<file path="config.mk">
export PLATFORM = sky130hd
export DESIGN_NAME = move_drain_unit
export DESIGN_NICKNAME = d
export VERILOG_FILES = /design/src/rtl/move_drain_pkg.sv /design/src/rtl/move_word_unpacker.sv /design/src/rtl/move_drain_unit.sv
export SDC_FILE = /design/constraint.sdc
export NUM_CORES = 1
export LEC_CHECK = 0
export ABC_AREA = 1
export ABC_CLOCK_PERIOD_IN_PS = 4500
export CAP_MARGIN = 20
export CORE_AREA = 2 2 500 502
export CTS_CLUSTER_SIZE = 12
export DETAILED_ROUTE_END_ITERATION = 10
export DIE_AREA = 0 0 502 504
export GPL_TIMING_DRIVEN = 0
export SLEW_MARGIN = 30
export SYNTH_ARGS = -nofsm -noshare
export SYNTH_HDL_FRONTEND = slang
export SYNTH_SLANG_ARGS = --single-unit
</file>
<file path="constraint.sdc">
create_clock -name clk -period 4.5 [get_ports clk]
set_input_delay 0.9 -clock clk [delete_from_list [all_inputs] [get_ports clk]]
set_output_delay 0.9 -clock clk [all_outputs]
set_load 0.02 [all_outputs]
</file>
<file path="src/rtl/move_drain_pkg.sv">
// move_drain_pkg: shared move format, board geometry and drain FSM encoding
// Used by the column/square units and by move_drain_unit.
// Optional build macro DRAIN_FILTER_INVALID_EN (consumed by move_word_unpacker).
package move_drain_pkg;
   localparam int NCOLS     = 8;
   localparam int SLOTS     = 8;
   localparam int MW        = 19;
   localparam int CNT_W     = 8;
   localparam int WORD_W    = SLOTS * MW;
   localparam int INV_BIT   = 18;
   localparam int PRO_BIT   = 17;
   localparam int PAWN_BIT  = 16;
   localparam int PAWN2_BIT = 15;
   localparam int EP_BIT    = 14;
   localparam int CAS_BIT   = 13;
   localparam int CAP_BIT   = 12;
   localparam int FROM_HI   = 11;
   localparam int FROM_LO   = 6;
   localparam int TO_HI     = 5;
   localparam int TO_LO     = 0;

   typedef enum logic [2:0] {IDLE, SCAN, READ, UNPACK, DONE} state_e;

   function automatic logic move_invalid(input logic [MW-1:0] m);
      return m[INV_BIT];
   endfunction
endpackage

</file>
<file path="src/rtl/move_word_unpacker.sv">
// move_word_unpacker: holds one packed FIFO word and streams its slots over valid/ready
// Ports:
//   clk, reset   clock, asynchronous active-low reset
//   load_i       capture word_i and restart at slot 0
//   word_i       packed word, slot k at [k*MW +: MW]
//   ready_i      downstream ready
//   data_o       current move (0 when not valid)
//   valid_o      data_o valid
//   xfer_o       a move transfers this cycle
//   last_o       the held word is finished this cycle
// Macro DRAIN_FILTER_INVALID_EN: when defined, slots with the invalid flag are
// skipped without spending a cycle or asserting valid_o.
module move_word_unpacker
   import move_drain_pkg::*;
(
   input  logic              clk,
   input  logic              reset,
   input  logic              load_i,
   input  logic [WORD_W-1:0] word_i,
   input  logic              ready_i,
   output logic [MW-1:0]     data_o,
   output logic              valid_o,
   output logic              xfer_o,
   output logic              last_o
);
   localparam int SW = $clog2(SLOTS);

   logic [WORD_W-1:0] word_q, word_d;
   logic [SW-1:0]     slot_q, slot_d, cur;
   logic              active_q, active_d, found, more;
   logic [MW-1:0]     slot_w [SLOTS];

   for (genvar g = 0; g < SLOTS; g++) begin : g_slot
      assign slot_w[g] = word_q[g*MW +: MW];
   end

`ifdef DRAIN_FILTER_INVALID_EN
   // cur is the first valid slot at or after slot_q; more says whether any
   // valid slot remains beyond it, so the word can end on its last valid move
   always_comb begin
      cur   = slot_q;
      found = 1'b0;
      more  = 1'b0;
      for (int k = SLOTS - 1; k >= 0; k--)
         if (k >= int'(slot_q) && !move_invalid(slot_w[k])) begin
            cur   = SW'(k);
            found = 1'b1;
         end
      for (int k = 0; k < SLOTS; k++)
         if (k > int'(cur) && !move_invalid(slot_w[k]))
            more = 1'b1;
   end
`else
   assign cur   = slot_q;
   assign found = 1'b1;
   assign more  = slot_q != SW'(SLOTS - 1);
`endif

   assign valid_o = active_q & found;
   assign data_o  = valid_o ? slot_w[cur] : '0;
   assign xfer_o  = valid_o & ready_i;
   // an all-invalid remainder (found=0) finishes the word without a transfer
   assign last_o  = active_q & (~found | (xfer_o & ~more));

   always_comb begin
      word_d   = load_i ? word_i : word_q;
      slot_d   = load_i ? '0 : xfer_o ? cur + 1'b1 : slot_q;
      active_d = load_i | (active_q & ~last_o);
   end

   always_ff @(posedge clk or negedge reset)
      if (!reset) begin
         word_q   <= '0;
         slot_q   <= '0;
         active_q <= 1'b0;
      end else begin
         word_q   <= word_d;
         slot_q   <= slot_d;
         active_q <= active_d;
      end
endmodule

</file>
<file path="src/rtl/move_drain_unit.sv">
// move_drain_unit: round-robin reader of the column move FIFOs, streams unpacked moves
// Ports:
//   clk, reset   clock, asynchronous active-low reset (0 = reset)
//   start        one-cycle pulse, begins a pass from IDLE or DONE
//   col_done     per-column finished flags
//   col_empty    per-column FIFO empty flags
//   col_data     column FIFO read words, column c at [c*WORD_W +: WORD_W], valid the
//                cycle after its col_rden bit
//   col_rden     one-hot FIFO read enable, one cycle per word
//   move_data    current move, move_valid its valid, move_ready downstream ready
//   move_count   moves emitted this pass, saturating
//   busy, done   pass in progress / pass complete (held until next start)
// Macro DRAIN_FILTER_INVALID_EN: skip invalid-flagged slots (see move_word_unpacker).
module move_drain_unit
   import move_drain_pkg::*;
(
   input  logic                    clk,
   input  logic                    reset,
   input  logic                    start,
   input  logic [NCOLS-1:0]        col_done,
   input  logic [NCOLS-1:0]        col_empty,
   input  logic [NCOLS*WORD_W-1:0] col_data,
   output logic [NCOLS-1:0]        col_rden,
   output logic [MW-1:0]           move_data,
   output logic                    move_valid,
   input  logic                    move_ready,
   output logic [CNT_W-1:0]        move_count,
   output logic                    busy,
   output logic                    done
);
   localparam int PW = $clog2(NCOLS);

   state_e            state_q, state_d;
   logic [PW-1:0]     ptr_q, ptr_d, ptr_nx;
   logic [CNT_W-1:0]  cnt_q, cnt_d;
   logic              all_fin, load, clr, xfer, last;
   logic [WORD_W-1:0] col_word [NCOLS];

   for (genvar g = 0; g < NCOLS; g++) begin : g_col
      assign col_word[g] = col_data[g*WORD_W +: WORD_W];
   end

   assign all_fin = &col_done & &col_empty;
   assign ptr_nx  = (ptr_q == PW'(NCOLS - 1)) ? '0 : ptr_q + 1'b1;

   always_comb begin
      state_d  = state_q;
      ptr_d    = ptr_q;
      col_rden = '0;
      load     = 1'b0;
      clr      = 1'b0;
      case (state_q)
         IDLE, DONE:
            if (start) begin
               state_d = SCAN;
               ptr_d   = '0;
               clr     = 1'b1;
            end
         SCAN:
            if (all_fin)
               state_d = DONE;
            else if (!col_empty[ptr_q]) begin
               col_rden = NCOLS'(1) << ptr_q;
               state_d  = READ;
            end else
               ptr_d = ptr_nx;
         READ: begin
            load    = 1'b1;
            state_d = UNPACK;
         end
         UNPACK:
            // resume the rotation after the drained column for fairness
            if (last) begin
               ptr_d   = ptr_nx;
               state_d = SCAN;
            end
         default: state_d = IDLE;
      endcase
   end

   assign cnt_d = clr ? '0 : (xfer && cnt_q != '1) ? cnt_q + 1'b1 : cnt_q;

   always_ff @(posedge clk or negedge reset)
      if (!reset) begin
         state_q <= IDLE;
         ptr_q   <= '0;
         cnt_q   <= '0;
      end else begin
         state_q <= state_d;
         ptr_q   <= ptr_d;
         cnt_q   <= cnt_d;
      end

   move_word_unpacker u_unpack (
      .clk     (clk),
      .reset   (reset),
      .load_i  (load),
      .word_i  (col_word[ptr_q]),
      .ready_i (move_ready),
      .data_o  (move_data),
      .valid_o (move_valid),
      .xfer_o  (xfer),
      .last_o  (last)
   );

   assign move_count = cnt_q;
   assign busy       = state_q inside {SCAN, READ, UNPACK};
   assign done       = state_q == DONE;
endmodule

</file>
==> flow_summary.toml <==
[routing]
drc = 0
drt_iter0_markers = 3089
drt-pass1-iter-count = 8
wl_per_cell_microns = 33.8
finalWirelength_mm = 266
drtAntennaViolNets = 0
vias = 30500
vias_per_cell = 3.87

[cts]
clock_latency_ns = 0.46
cts.sinks = 170
cts_max_path_buffers = 2
cts_root_buf = "clkbuf_16"
h-tree-depth = 4
numCtsBuffers = 17
cts_tree = "yes"
clkSlewWorstSetupHoldPaths_ns = 0.09
hold_buffers = 0

[setup_path]
worstPathCellList = "buf_6 > inv_6 > buf_12 > buf_2 > ha_1 > inv_1 > nor3_1 > clkdlybuf4s50_1"
crit_required_ns = 3.60
start_kind = "flip-flop"
slowest_stage = "clkdlybuf4s50_1"
criticalPathCategory = "flip-flop to output port"
cp_top_family = "buffers and inverters"
cp_slowest_stage_delay_ns = 0.67
path_buf_inv = 6
cp.arrival_ns = 3.39
crit_fanout = 11
endpoint_kind = "output port"

[finish]
syn_to_final_growth_pct = 98.1
stdcell_area_sq_um = 36700
final_util_pct = 14.8
drive_gt1_share_pct = 3.97
instances_no_fill = 7884
fillCellCount = 28800
nets = 5696

[logic_synthesis]
synth.area.top_cells = "dfrtp_1, o21ai_0, o211ai_1"
yosys.area_share.simple_pct = 23.5
yosys_warnings = 0
ys_ff_latch = 170
synth_xor_area_share_pct = 0.0473
synth_top_family_by_area = "compound AO/OA/AOI/OAI gates"
syn-num-nets = 4388
synthCells = 3143
synthAdderAreaFrac_pct = 0.608
synth_compound_area_share_pct = 39.9
yosysSeqAreaShare_pct = 23.0
syn_area_sq_um = 18500
ys_types = 28
syn_area_per_cell_sq_um = 5.89
synth_top_area_share_pct = 23.0
synth_mux_area_share_pct = 0
yosysTopAreaCell = "dfrtp_1"

[place]
port_buffers = 1273
placed_area_sq_um = 35800
hpwl_mm = 235
post-place-ws_ns = -0.199
place_inst = 7761
gp_congestion = 0.991

[global_route]
grt_max_degree = 81
grt_usage_pct = 20.0
antenna_found_initial = 197
grt_overflow = 0
grt_pass1_wl_mm = 324
grt_pass1_vias = 29200

[timing]
skew_ns = 0.0247
finalCriticalPeriod_ns = 4.29
setup_viol = 0
fin_tns_setup_ns = 0
drv_slew = 0
max-slew-margin-rel_pct = 11.8
clock.fmax_mhz = 233
hold_violations = 0
worst_slack_ns = 0.212
hold_ws_ns = 0.245
period_share_pct = 95.3
rsz0062_at_grt = "false"
worstMarginPinSlew_ns = 1.31

[power_and_ir_drop]
total_power_mw = 22.6
leakage_nw = 13.5
peakVddDrop_uv = 302
pwr_density_cell_nw_per_um2 = 617

[worst_hold_path]
hold_path.class = "primary input to asynchronous set/reset pin"

[die]
start_util_pct = 7.48
dieArea_sq_um = 253000
num_rows = 183
die_h_microns = 504
coreArea_sq_um = 248000
die_x_microns = 502
pin_count = 1274

[job]
drv_cap = 0

[run_status]
status = "completed"
-- cell usage in the layout, fill, tap and decap left out, types with 9 or more instances in the layout --
cell type,instances
dfrtp_1,170
nand3_1,194
buf_4,12
inv_1,292
clkbuf_2,17
buf_16,10
o21ai_1,102
clkbuf_1,156
ha_1,9
o21ai_0,583
nor3_1,10
buf_1,22
nor2_1,539
clkbuf_16,17
and3_1,9
a21oi_1,207
buf_2,83
diode_2,90
nand2_1,327
o211ai_1,380
clkdlybuf4s50_1,1272
-- layout make-up --
| class | count | area [sq um] | share of cell area [%] |
|---|---|---|---|
| clock buffers | 18 | 439 | 1.20 |
| clock inverters | 14 | 141 | 0.386 |
| repair buffers | 1290 | 13100 | 35.7 |
| multi-input cells | 2375 | 11900 | 32.4 |
| well taps | 3330 | 4170 | 11.4 |
| diodes | 90 | 225 | 0.614 |
| flip-flops and latches | 170 | 4250 | 11.6 |
| plain buffers | 298 | 1340 | 3.66 |
| inverters | 299 | 1130 | 3.07 |
-- cells by family after synthesis --
family,after synthesis
xor gates and xnor gates,1
and+or+nand+nor,1083
buffers and inverters,598
AOI/OAI and AO/OA,1282
DFF,170
adders and majority gates,9
-- worst reg2reg max path, stage by stage, from the launching register on --
cell,delay (ns)
dfrtp_1,0.51
buf_6,0.27
inv_6,0.22
buf_2,0.84
clkbuf_2,0.54
buf_16,0.20
nor2_1,0.06
o211ai_1,0.53
nand3_1,0.46
nand2_1,0.16
-- repair_timing --
| action | in CTS | in global routing |
|---|---|---|
| buffers inserted | 0 | 0 |
| cloned | 0 | 0 |
| resized for setup | 7 | 1 |
| setup endpoints to repair | 8 | 6 |
-- cell usage after synthesis, drive strengths merged --
cell / count
ha: 9
nand3: 194
nand2: 327
nand4: 2
dfrtp: 170
clkinv: 3
buf: 119
o211ai: 380
a21oi: 207
nor2: 539
o21ai: 687
inv: 296
clkbuf: 180
xor2: 1
and3: 9
o22ai: 2
a211oi: 1
nor3: 11
nor3b: 1
a31oi: 4
o31ai: 1
-- power by group --
part	internal, mW	switching, mW	total [mW]
Combinational	4.85	13.4	18.3
Sequential	2.29	0.551	2.84
Clock	0.757	0.755	1.51
-- worst paths after layout --
check / slack, ns / endpoint / cells after the start / start
min in group clk: 0.49 / u_unpack.word_q[120] / 2 / u_unpack.word_q[120]
setup reg to reg: 0.63 / u_unpack.word_q[7] / 9 / ptr_q[0]
setup / recovery: 0.21 / col_rden[4] / 8 / ptr_q[0]
hold reg to reg: 0.49 / u_unpack.word_q[120] / 2 / u_unpack.word_q[120]
max in group asynchronous: 3.13 / u_unpack.word_q[141] / 3 / reset
hold / removal: 0.24 / move_count[3] / 1 / reset
-- metal layers --
layer / track usage (%) / vias up / wire length, microns
met5: 0 / - / 613
met4: 7.92 / 90 / 12900
met3: 6.45 / 479 / 25600
met2: 33.8 / 1965 / 123000
met1: 23.3 / 14400 / 104000
li1: - / 13600 / -
-- state kept, by name (all words and copies together) (netlist names) --
register and count:
u_unpack.word_q 152, u_unpack.cur 3, move_count 8, u_unpack.valid_o 1
ptr_q 3, state_q 3
(Power assumes the default switching activity.)
